File: src/rtl/huffman_pkg.sv
// Shared types and the node ordering rule for the Huffman front end.
package huffman_pkg;

    typedef enum logic [1:0] {
        ST_IDLE  = 2'd0,
        ST_COUNT = 2'd1,
        ST_BUILD = 2'd2,
        ST_HOLD  = 2'd3
    } hg_state_e;

    localparam int KEY_W = 32;
    localparam int TAG_W = 8;

    // Total order: lighter first; on a tie merged nodes beat leaves, newer merged
    // nodes beat older ones, and higher-index leaves beat lower ones.
    function automatic logic node_less(
        input logic [KEY_W-1:0] weight_a,
        input logic             leaf_a,
        input logic [TAG_W-1:0] order_a,
        input logic [TAG_W-1:0] sym_a,
        input logic [KEY_W-1:0] weight_b,
        input logic             leaf_b,
        input logic [TAG_W-1:0] order_b,
        input logic [TAG_W-1:0] sym_b
    );
        logic less;
        if (weight_a != weight_b)
            less = (weight_a < weight_b);
        else if (leaf_a != leaf_b)
            less = !leaf_a;
        else if (!leaf_a)
            less = (order_a > order_b);
        else
            less = (sym_a > sym_b);
        return less;
    endfunction

endpackage

File: src/rtl/huffman_min2.sv
// Combinational selection of the smallest and second-smallest live nodes.
module huffman_min2
    import huffman_pkg::*;
#(
    parameter int NSYM = 6,
    parameter int WW   = 11,
    parameter int IW   = $clog2(NSYM)
) (
    input  logic [NSYM*WW-1:0] weight,
    input  logic [NSYM-1:0]    leaf,
    input  logic [NSYM*IW-1:0] order,
    input  logic [NSYM-1:0]    live,
    output logic [IW-1:0]      idx_a,
    output logic [IW-1:0]      idx_b
);

    logic [WW-1:0] w   [NSYM];
    logic [IW-1:0] ord [NSYM];

    for (genvar g = 0; g < NSYM; g++) begin : g_unpack
        assign w[g]   = weight[g*WW +: WW];
        assign ord[g] = order[g*IW +: IW];
    end

    always_comb begin
        logic found_a;
        logic found_b;
        idx_a   = '0;
        idx_b   = '0;
        found_a = 1'b0;
        found_b = 1'b0;
        for (int i = 0; i < NSYM; i++) begin
            if (live[i] && (!found_a ||
                node_less(KEY_W'(w[i]), leaf[i], TAG_W'(ord[i]), TAG_W'(i),
                          KEY_W'(w[idx_a]), leaf[idx_a], TAG_W'(ord[idx_a]), TAG_W'(idx_a)))) begin
                idx_a   = IW'(i);
                found_a = 1'b1;
            end
        end
        for (int i = 0; i < NSYM; i++) begin
            if (live[i] && (IW'(i) != idx_a) && (!found_b ||
                node_less(KEY_W'(w[i]), leaf[i], TAG_W'(ord[i]), TAG_W'(i),
                          KEY_W'(w[idx_b]), leaf[idx_b], TAG_W'(ord[idx_b]), TAG_W'(idx_b)))) begin
                idx_b   = IW'(i);
                found_b = 1'b1;
            end
        end
    end

endmodule

File: src/rtl/huffman_gen.sv
// Huffman front end: per-frame symbol counting, then one tree merge per cycle
// into held prefix-code/mask registers released through a valid/ready handshake.
//
// state    | meaning
// ST_IDLE  | waiting for the first beat; counters cleared each beat-free cycle
// ST_COUNT | frame in progress; first cycle without a beat ends it
// ST_BUILD | NSYM-1 merge cycles, input stalled
// ST_HOLD  | codes presented until accepted
module huffman_gen
    import huffman_pkg::*;
#(
    parameter  int NSYM  = 6,
    parameter  int CNT_W = 8,
    localparam int SYM_W = $clog2(NSYM + 1),
    localparam int LMAX  = NSYM - 1
) (
    input  logic                  clk,
    input  logic                  rst_n,
    input  logic                  in_valid,
    output logic                  in_ready,
    input  logic [SYM_W-1:0]      in_sym,
    output logic                  cnt_valid,
    output logic [NSYM*CNT_W-1:0] cnt,
    output logic                  code_valid,
    input  logic                  code_ready,
    output logic [NSYM*LMAX-1:0]  hc,
    output logic [NSYM*LMAX-1:0]  hm
);

    localparam int WW = CNT_W + $clog2(NSYM);
    localparam int IW = $clog2(NSYM);
    localparam logic [IW-1:0] LAST_STEP = IW'(NSYM - 2);

    hg_state_e        state;
    logic [IW-1:0]    step;
    logic [CNT_W-1:0] cnt_r  [NSYM];
    logic [WW-1:0]    wt     [NSYM];
    logic [IW-1:0]    ord    [NSYM];
    logic [NSYM-1:0]  mem    [NSYM];
    logic [NSYM-1:0]  leaf;
    logic [NSYM-1:0]  live;
    logic [LMAX-1:0]  hc_r   [NSYM];
    logic [LMAX-1:0]  hm_r   [NSYM];
    logic [LMAX-1:0]  pos    [NSYM];

    logic                 beat;
    logic                 frame_end;
    logic [NSYM*WW-1:0]   wt_flat;
    logic [NSYM*IW-1:0]   ord_flat;
    logic [IW-1:0]        idx_a;
    logic [IW-1:0]        idx_b;

    assign in_ready   = (state == ST_IDLE) || (state == ST_COUNT);
    assign beat       = in_valid & in_ready;
    assign frame_end  = (state == ST_COUNT) && !in_valid;
    assign cnt_valid  = (state == ST_BUILD) && (step == '0);
    assign code_valid = (state == ST_HOLD);

    always_ff @(posedge clk or negedge rst_n) begin
        if (!rst_n) begin
            state <= ST_IDLE;
            step  <= '0;
        end else begin
            case (state)
                ST_IDLE: begin
                    if (beat)
                        state <= ST_COUNT;
                end
                ST_COUNT: begin
                    if (!in_valid) begin
                        state <= ST_BUILD;
                        step  <= '0;
                    end
                end
                ST_BUILD: begin
                    step <= step + 1'b1;
                    if (step == LAST_STEP)
                        state <= ST_HOLD;
                end
                ST_HOLD: begin
                    if (code_ready)
                        state <= ST_IDLE;
                end
                default: state <= ST_IDLE;
            endcase
        end
    end

    // The first IDLE beat overwrites rather than increments, so stale counts
    // from the previous frame never leak into a frame that starts immediately.
    always_ff @(posedge clk or negedge rst_n) begin
        if (!rst_n) begin
            for (int k = 0; k < NSYM; k++)
                cnt_r[k] <= '0;
        end else begin
            for (int k = 0; k < NSYM; k++) begin
                if (state == ST_IDLE)
                    cnt_r[k] <= (beat && in_sym == SYM_W'(k + 1)) ? CNT_W'(1) : '0;
                else if (state == ST_COUNT && beat && in_sym == SYM_W'(k + 1) && cnt_r[k] != '1)
                    cnt_r[k] <= cnt_r[k] + 1'b1;
            end
        end
    end

    always_comb begin
        wt_flat  = '0;
        ord_flat = '0;
        for (int i = 0; i < NSYM; i++) begin
            wt_flat[i*WW +: WW]  = wt[i];
            ord_flat[i*IW +: IW] = ord[i];
        end
    end

    huffman_min2 #(
        .NSYM (NSYM),
        .WW   (WW),
        .IW   (IW)
    ) u_min2 (
        .weight (wt_flat),
        .leaf   (leaf),
        .order  (ord_flat),
        .live   (live),
        .idx_a  (idx_a),
        .idx_b  (idx_b)
    );

    // Merged node reuses slot A; leaves never move, so a leaf's slot is its symbol index.
    // pos is a per-symbol one-hot of the next code bit, i.e. the symbol's current depth.
    always_ff @(posedge clk or negedge rst_n) begin
        if (!rst_n) begin
            leaf <= '0;
            live <= '0;
            for (int i = 0; i < NSYM; i++) begin
                wt[i]   <= '0;
                ord[i]  <= '0;
                mem[i]  <= '0;
                hc_r[i] <= '0;
                hm_r[i] <= '0;
                pos[i]  <= '0;
            end
        end else if (frame_end) begin
            leaf <= '1;
            live <= '1;
            for (int i = 0; i < NSYM; i++) begin
                wt[i]   <= WW'(cnt_r[i]);
                ord[i]  <= '0;
                mem[i]  <= NSYM'(1) << i;
                hc_r[i] <= '0;
                hm_r[i] <= '0;
                pos[i]  <= LMAX'(1);
            end
        end else if (state == ST_BUILD) begin
            wt[idx_a]   <= wt[idx_a] + wt[idx_b];
            ord[idx_a]  <= step + 1'b1;
            mem[idx_a]  <= mem[idx_a] | mem[idx_b];
            leaf[idx_a] <= 1'b0;
            live[idx_b] <= 1'b0;
            for (int s = 0; s < NSYM; s++) begin
                if (mem[idx_a][s]) begin
                    hc_r[s] <= hc_r[s] | pos[s];
                    hm_r[s] <= hm_r[s] | pos[s];
                    pos[s]  <= pos[s] << 1;
                end else if (mem[idx_b][s]) begin
                    hm_r[s] <= hm_r[s] | pos[s];
                    pos[s]  <= pos[s] << 1;
                end
            end
        end
    end

    always_comb begin
        cnt = '0;
        hc  = '0;
        hm  = '0;
        for (int k = 0; k < NSYM; k++) begin
            if (cnt_valid)
                cnt[k*CNT_W +: CNT_W] = cnt_r[k];
            if (code_valid) begin
                hc[k*LMAX +: LMAX] = hc_r[k];
                hm[k*LMAX +: LMAX] = hm_r[k];
            end
        end
    end

endmodule

File: config.mk
export PLATFORM = sky130hd
export DESIGN_NAME = huffman_gen
export DESIGN_NICKNAME = d
export VERILOG_FILES = /design/src/rtl/huffman_pkg.sv /design/src/rtl/huffman_min2.sv /design/src/rtl/huffman_gen.sv
export SDC_FILE = /design/constraint.sdc
export NUM_CORES = 1
export LEC_CHECK = 0
export BUFFER_PORTS_ARGS = -buffer_cell sky130_fd_sc_hd__buf_2
export CAP_MARGIN = 5
export CORE_ASPECT_RATIO = 0.9
export CORE_MARGIN = 8
export CORE_UTILIZATION = 30
export DETAILED_ROUTE_END_ITERATION = 10
export GPL_TIMING_DRIVEN = 1
export SYNTH_ARGS = -nofsm -noshare
export SYNTH_HDL_FRONTEND = slang
export SYNTH_SLANG_ARGS = --single-unit
File: constraint.sdc
create_clock -name clk -period 36.3 [get_ports clk]
set_clock_uncertainty 0.1 [all_clocks]
set_input_delay 1.815 -clock clk [delete_from_list [all_inputs] [get_ports clk]]
set_output_delay 1.815 -clock clk [all_outputs]
set_load 0.02 [all_outputs]
# [Yosys cells after proc, flatten, opt, wreduce, memory -nomap -nowiden]
# Index checks and enable logic that the tools add are counted.
[word_totals] word_cells=503 reg_bits=275 output_inout_bits=111 input_bits=7
[classes] n_lt_le_gt_ge=49 n_bitwise=28 n_eq_ne=43 n_addsub=8 n_reduce_logical=104 n_mux=225
[ops] op="11-bit binary-select mux with 3-bit select" count=10
[ops] op="11-bit 2-to-1 mux" count=21
[ops] op="5-bit 2-to-1 mux" count=42
[ops] op="30-bit 2-to-1 mux" count=6
[ops] op="8-bit 2-to-1 mux" count=18
[ops] op="66-bit 2-to-1 mux" count=2
[ops] op="11-bit less-than comparator" count=9
[ops] op="11-bit != test" count=9
[ops] op="3-bit binary-select mux with 3-bit select" count=8
[ops] op="3-bit 2-to-1 mux" count=24
[ops] op="36-bit 2-to-1 mux" count=2
[ops] op="66-bit bitwise mux" count=1
[ops] op="5-bit bitwise OR" count=12
[ops] op="1-bit 2-to-1 mux" count=55
[ops] op="6-bit 2-to-1 mux" count=9
[ops] op="8-bit by 1-bit adder with 8-bit output, second input constant" count=6
[ops] op="8-bit != test, second input constant" count=6
[ops] op="4-bit >= comparator, second input constant" count=10
[ops] op="1-bit logical AND" count=40
[ops] op="6-bit binary-select mux with 3-bit select" count=2
[ops] op="36-bit bitwise mux" count=1
[ops] op="18-bit 2-to-1 mux" count=2
[ops] op="11-bit demux with 3-bit select" count=1
[ops] op="3-bit by 4-bit less-than comparator with 1-bit output, second input constant" count=7
[ops] op="46 further kinds" count=154

# [Longest topological paths before layout]
[logic_depth] word_depth=110 mapped_depth=155 ltp_nobuf=138

# [Modules after synthesis]
# From an unflattened synthesis, not the netlist that was laid out.
[hier_totals] hier_cells=2355 hier_area_um2=20268.2
[modules_own_cells] module="huffman_gen" n_inst=1 cells_each=1597 area_per_inst_um2=14704.1
[modules_own_cells] module="huffman_min2" n_inst=1 cells_each=758 area_per_inst_um2=5564.1

# [Worst setup path before layout]
# OpenSTA, ideal clock, no wires.
[synth_timing] kind="register to register" start="register wt[57] (netlist bit)" end="register wt[43] (netlist bit)" period_less_slack_ns=27.132 arrival_ns=26.892 stages_incl_launch_ff=149 path_buffers=22 setup_slack_ns=9.168 path_cell_list="dfrtp_1 -> inv_1 -> ha_1 -> a21oi_1 -> a211oi_2 -> a2111oi_4 -> or2_1 -> o31ai_1 -> nand2_1 -> and2_1 -> clkbuf_1 -> clkbuf_1 -> a21oi_1 -> ha_1 -> a211o_1 -> nor2_1 -> a211oi_1 -> o21ai_0 -> [... 113 more ...] -> clkbuf_1 -> nor2_1 -> a211oi_1 -> ha_1 -> nor2b_1 -> o21ai_0 -> nand2b_1 -> a21oi_1 -> o21bai_1 -> a21oi_1 -> o21bai_1 -> a21o_1 -> a21o_1 -> nand2_1 -> clkbuf_1 -> nor2_1 -> a32oi_1 -> o311ai_1"
[synth_via] elab_chain_cells=108 word_cells_on_any_way=216 classes_between="1 x add/sub; 27 x order compare; 22 x eq/ne; 119 x mux; 10 x bitwise; 37 x reduce/logical"
[synth_rtl] item="start: declaration" line="huffman_gen.sv:37" source="logic [WW-1:0] wt [NSYM];"
[synth_rtl] item="start signal: indexed assignment" line="huffman_gen.sv:145" source="wt[i] <= WW'(cnt_r[i]);"
[synth_rtl] item="start signal: indexed assignment" line="huffman_gen.sv:153" source="wt[idx_a] <= wt[idx_a] + wt[idx_b];"
[synth_rtl] item="branches (longest 105 deep; another with 11-bit less-than comparator)"
[synth_rtl] item="66-bit bitwise mux (*)" line="huffman_gen.sv:153"
[synth_rtl] item="66-bit 2-to-1 mux (*)" line="huffman_gen.sv:152" source="end else if (state == ST_BUILD) begin"
[synth_rtl] item="66-bit 2-to-1 mux (*)" line="huffman_gen.sv:141" source="end else if (frame_end) begin"
# Every way passes the cells marked *. The select of a mux whose other input is x is not followed.
# A chain may end at the register's enable or synchronous reset.

# [Worst setup path in the final report]
[layout_timing] start="register wt[57] (netlist bit)" end="register wt[54] (netlist bit)"
# Same word-level chain as after synthesis.

==> impl_metrics.py <==
metrics = {
    "drt": {
        "ant_nets": 0,
        "route.met2.wl_um": 30110,
        "vias": 18190,
        "routedWlPerCell_um": 21.55,
        "vias_per_cell": 5.581,
        "drcViolationCount": 0,
        "routed.top_layer": "met4",
        "drtPass1Iterations": 6,
        "drtIter0Drc": 2127,
        "wl_met3_um": 6424,
        "wl_met1_um": 32550,
        "wirelength_um": 70240,
    },
    "yosys": {
        "ys_seq_elements": 275,
        "netlist_instances": 2330,
        "postSynthNetCount": 2486,
        "synth-async-reset-ratio_pct": 100.0,
        "ys_types": 90,
        "netlist_area_um2": 19470,
        "synth_warnings": 0,
        "synth_edf_count": 0,
        "ys.flop_type": "dfrtp_1",
        "yosysSeqAreaShare_pct": 35.35,
        "syn_area_per_cell_um2": 8.355,
    },
    "setup_path": {
        "crit_end": "wt[54]$_DFFE_PN0P_",
        "crit_arrival_ps": 31960,
        "r2r_end": "wt[54]$_DFFE_PN0P_",
        "path_class": "flip-flop to flip-flop",
        "crit_top_cell": "o21a_1",
        "rr_worst_depth": 132,
        "cp_max_fo": 34,
        "timing.rr.start": "wt[57]$_DFFE_PN0P_",
        "start_kind": "flip-flop",
        "crit_start": "wt[57]$_DFFE_PN0P_",
        "cp-end-kind": "flip-flop",
        "required_ps": 36680,
        "ff2ff_setup_slack_ps": 4720,
        "max_stage_delay_ps": 890,
        "slowest_stage": "or3_1",
    },
    "floorplanning": {
        "die_y_um": 257.7,
        "start_util_pct": 30.33,
        "dieWidth_um": 284.5,
        "rows": 88,
        "top_level_ports": 118,
        "fp.coreArea_um2": 64190,
        "die_area_um2": 73310,
    },
    "clock_tree": {
        "path_clk_slew_ps": 60,
        "cts_buffers": 30,
        "cts-root-buf": "clkbuf_16",
        "cts_tree": "done",
        "hold_buffers": 0,
        "insertion_delay_ps": 590,
        "cts_buffer_depth": 3,
        "cts_resized": 0,
        "cts.sinks": 275,
        "cts-htree-levels": 1,
        "cts_setup_buffers": 0,
    },
    "sta": {
        "tns_ps": 0,
        "period_minus_slack_ps": 31580,
        "hold_viol_final": 0,
        "fmax_mhz": 31.66,
        "finalSetupViolations": 0,
        "finalCritPeriodShare_pct": 87.00,
        "final_max_slew_viol_count": 0,
        "worst_slew_pin_slew_ps": 1065,
        "slew-limit-headroom_pct": 29.03,
        "rsz0062_at_grt": "no",
    },
    "hold_path": {
        "min_path_type": "flip-flop to flip-flop",
    },
    "placement": {
        "placed_cells": 3205,
        "place_hpwl_um": 51740,
        "port_buffers": 117,
        "gp_congestion": 1.020,
    },
    "layout": {
        "mostFrequentLayoutCell": "nor2_1",
        "diodes": 0,
        "nNetsFinal": 2538,
        "layout-drive-gt1-share_pct": 11.02,
        "area_delta_synth_final_pct": 12.73,
        "regArea_um2": 6882,
        "instances_no_fill": 3259,
        "post-route-util_pct": 34.19,
        "multi_input_area_um2": 11830,
        "n_fill_cell": 6649,
        "final_cell_mix": "nor2_1, nand2_1, dfrtp_1",
    },
    "grt": {
        "antenna_found_initial": 0,
        "first_global_vias": 16990,
        "grt_max_degree": 171,
        "grt_usage_pct": 18.25,
        "overflow": 0,
        "grt_pass1_wl_um": 107600,
    },
    "status": {
        "outcome": "finished, final reports clean",
    },
    "run": {
        "maxCapViolCount": 0,
    },
}
==> through the flow <==
stage | hold WS, ps | setup WS [ps] | area [um2]
finish | 374.3 | 4718 | 21940
floorplan | 339.3 | 9168 | 19470
CTS | 380.5 | 5572 | 21940
detailed placement | 364.9 | 5667 | 20940
global placement | 359.8 | 6101 | 20940
global route | 403.7 | 2759 | 21940
==> final cells by class <==
cell class,instances,area share [%]
Clock buffer,40,3.774
Clock inverter,14,0.8153
Inverter,78,1.334
Multi-Input combinational cell,1846,53.91
Sequential cell,275,31.36
Tap cell,855,4.875
Timing Repair Buffer,151,3.934
==> worst min-delay path by stage <==
stage,endpoint,from,depth (start not counted)
detailed placement,hm_r[28]$_DFFE_PN0P_,hm_r[28]$_DFFE_PN0P_,2
floorplan,hm_r[28]$_DFFE_PN0P_,hm_r[28]$_DFFE_PN0P_,2
CTS,hm_r[28]$_DFFE_PN0P_,hm_r[28]$_DFFE_PN0P_,2
global route,hm_r[28]$_DFFE_PN0P_,hm_r[28]$_DFFE_PN0P_,2
finish,hm_r[28]$_DFFE_PN0P_,hm_r[28]$_DFFE_PN0P_,2
global placement,hm_r[28]$_DFFE_PN0P_,hm_r[28]$_DFFE_PN0P_,2
==> Yosys cell counts, types with 34 or more instances <==
library cell  count  area, um2
nor2_1          314       1179
nand2_1         283       1062
dfrtp_1         275       6882
a21oi_1         169      845.8
ha_1            148       1852
o21ai_0         129      645.6
clkbuf_1        108      405.4
and2_1           98      613.1
inv_1            78      292.8
mux2i_1          68      680.7
o21a_1           53      397.9
nand4_1          46      287.8
a211oi_1         45      337.8
nand3_1          43      215.2
a221o_1          36      360.4
nor3_1           34      170.2
==> layer usage <==
layer  vias up  GRT usage (%)
met1      8800          27.56
met5         -              0
met4         0          3.570
li1       8471              -
met3        79          2.783
met2       839          27.35
==> sequential cells by signal, summed over array words and instances, names as in the netlist <==
name	flops
hm_r	30
wt	66
leaf	6
live	6
ord	18
state	2
cnt_r	48
hc_r	30
step	3
pos	30
mem	36
==> cell families after synthesis <==
kind of cell	Yosys count	share of synthesized area (%)
mux	74	3.921
fa+ha+maj	149	9.616
xor+xnor	39	1.755
buf+inv	209	4.204
simple gates	921	21.67
compound gates	663	23.49
flops	275	35.35
==> critical path, delay by kind of cell (launching register included) <==
family / cells / cell delay (ps)
AO/OA/AOI/OAI: 80 / 17240
AND/OR/NAND/NOR: 32 / 7850
adder cells (fa/ha/maj): 11 / 3310
buffers and inverters: 6 / 1240
multiplexers: 3 / 1230
flip-flops: 1 / 400
Power is not shown: default switching activity piles up to over one toggle a cycle in this logic, so the estimate is an artifact.
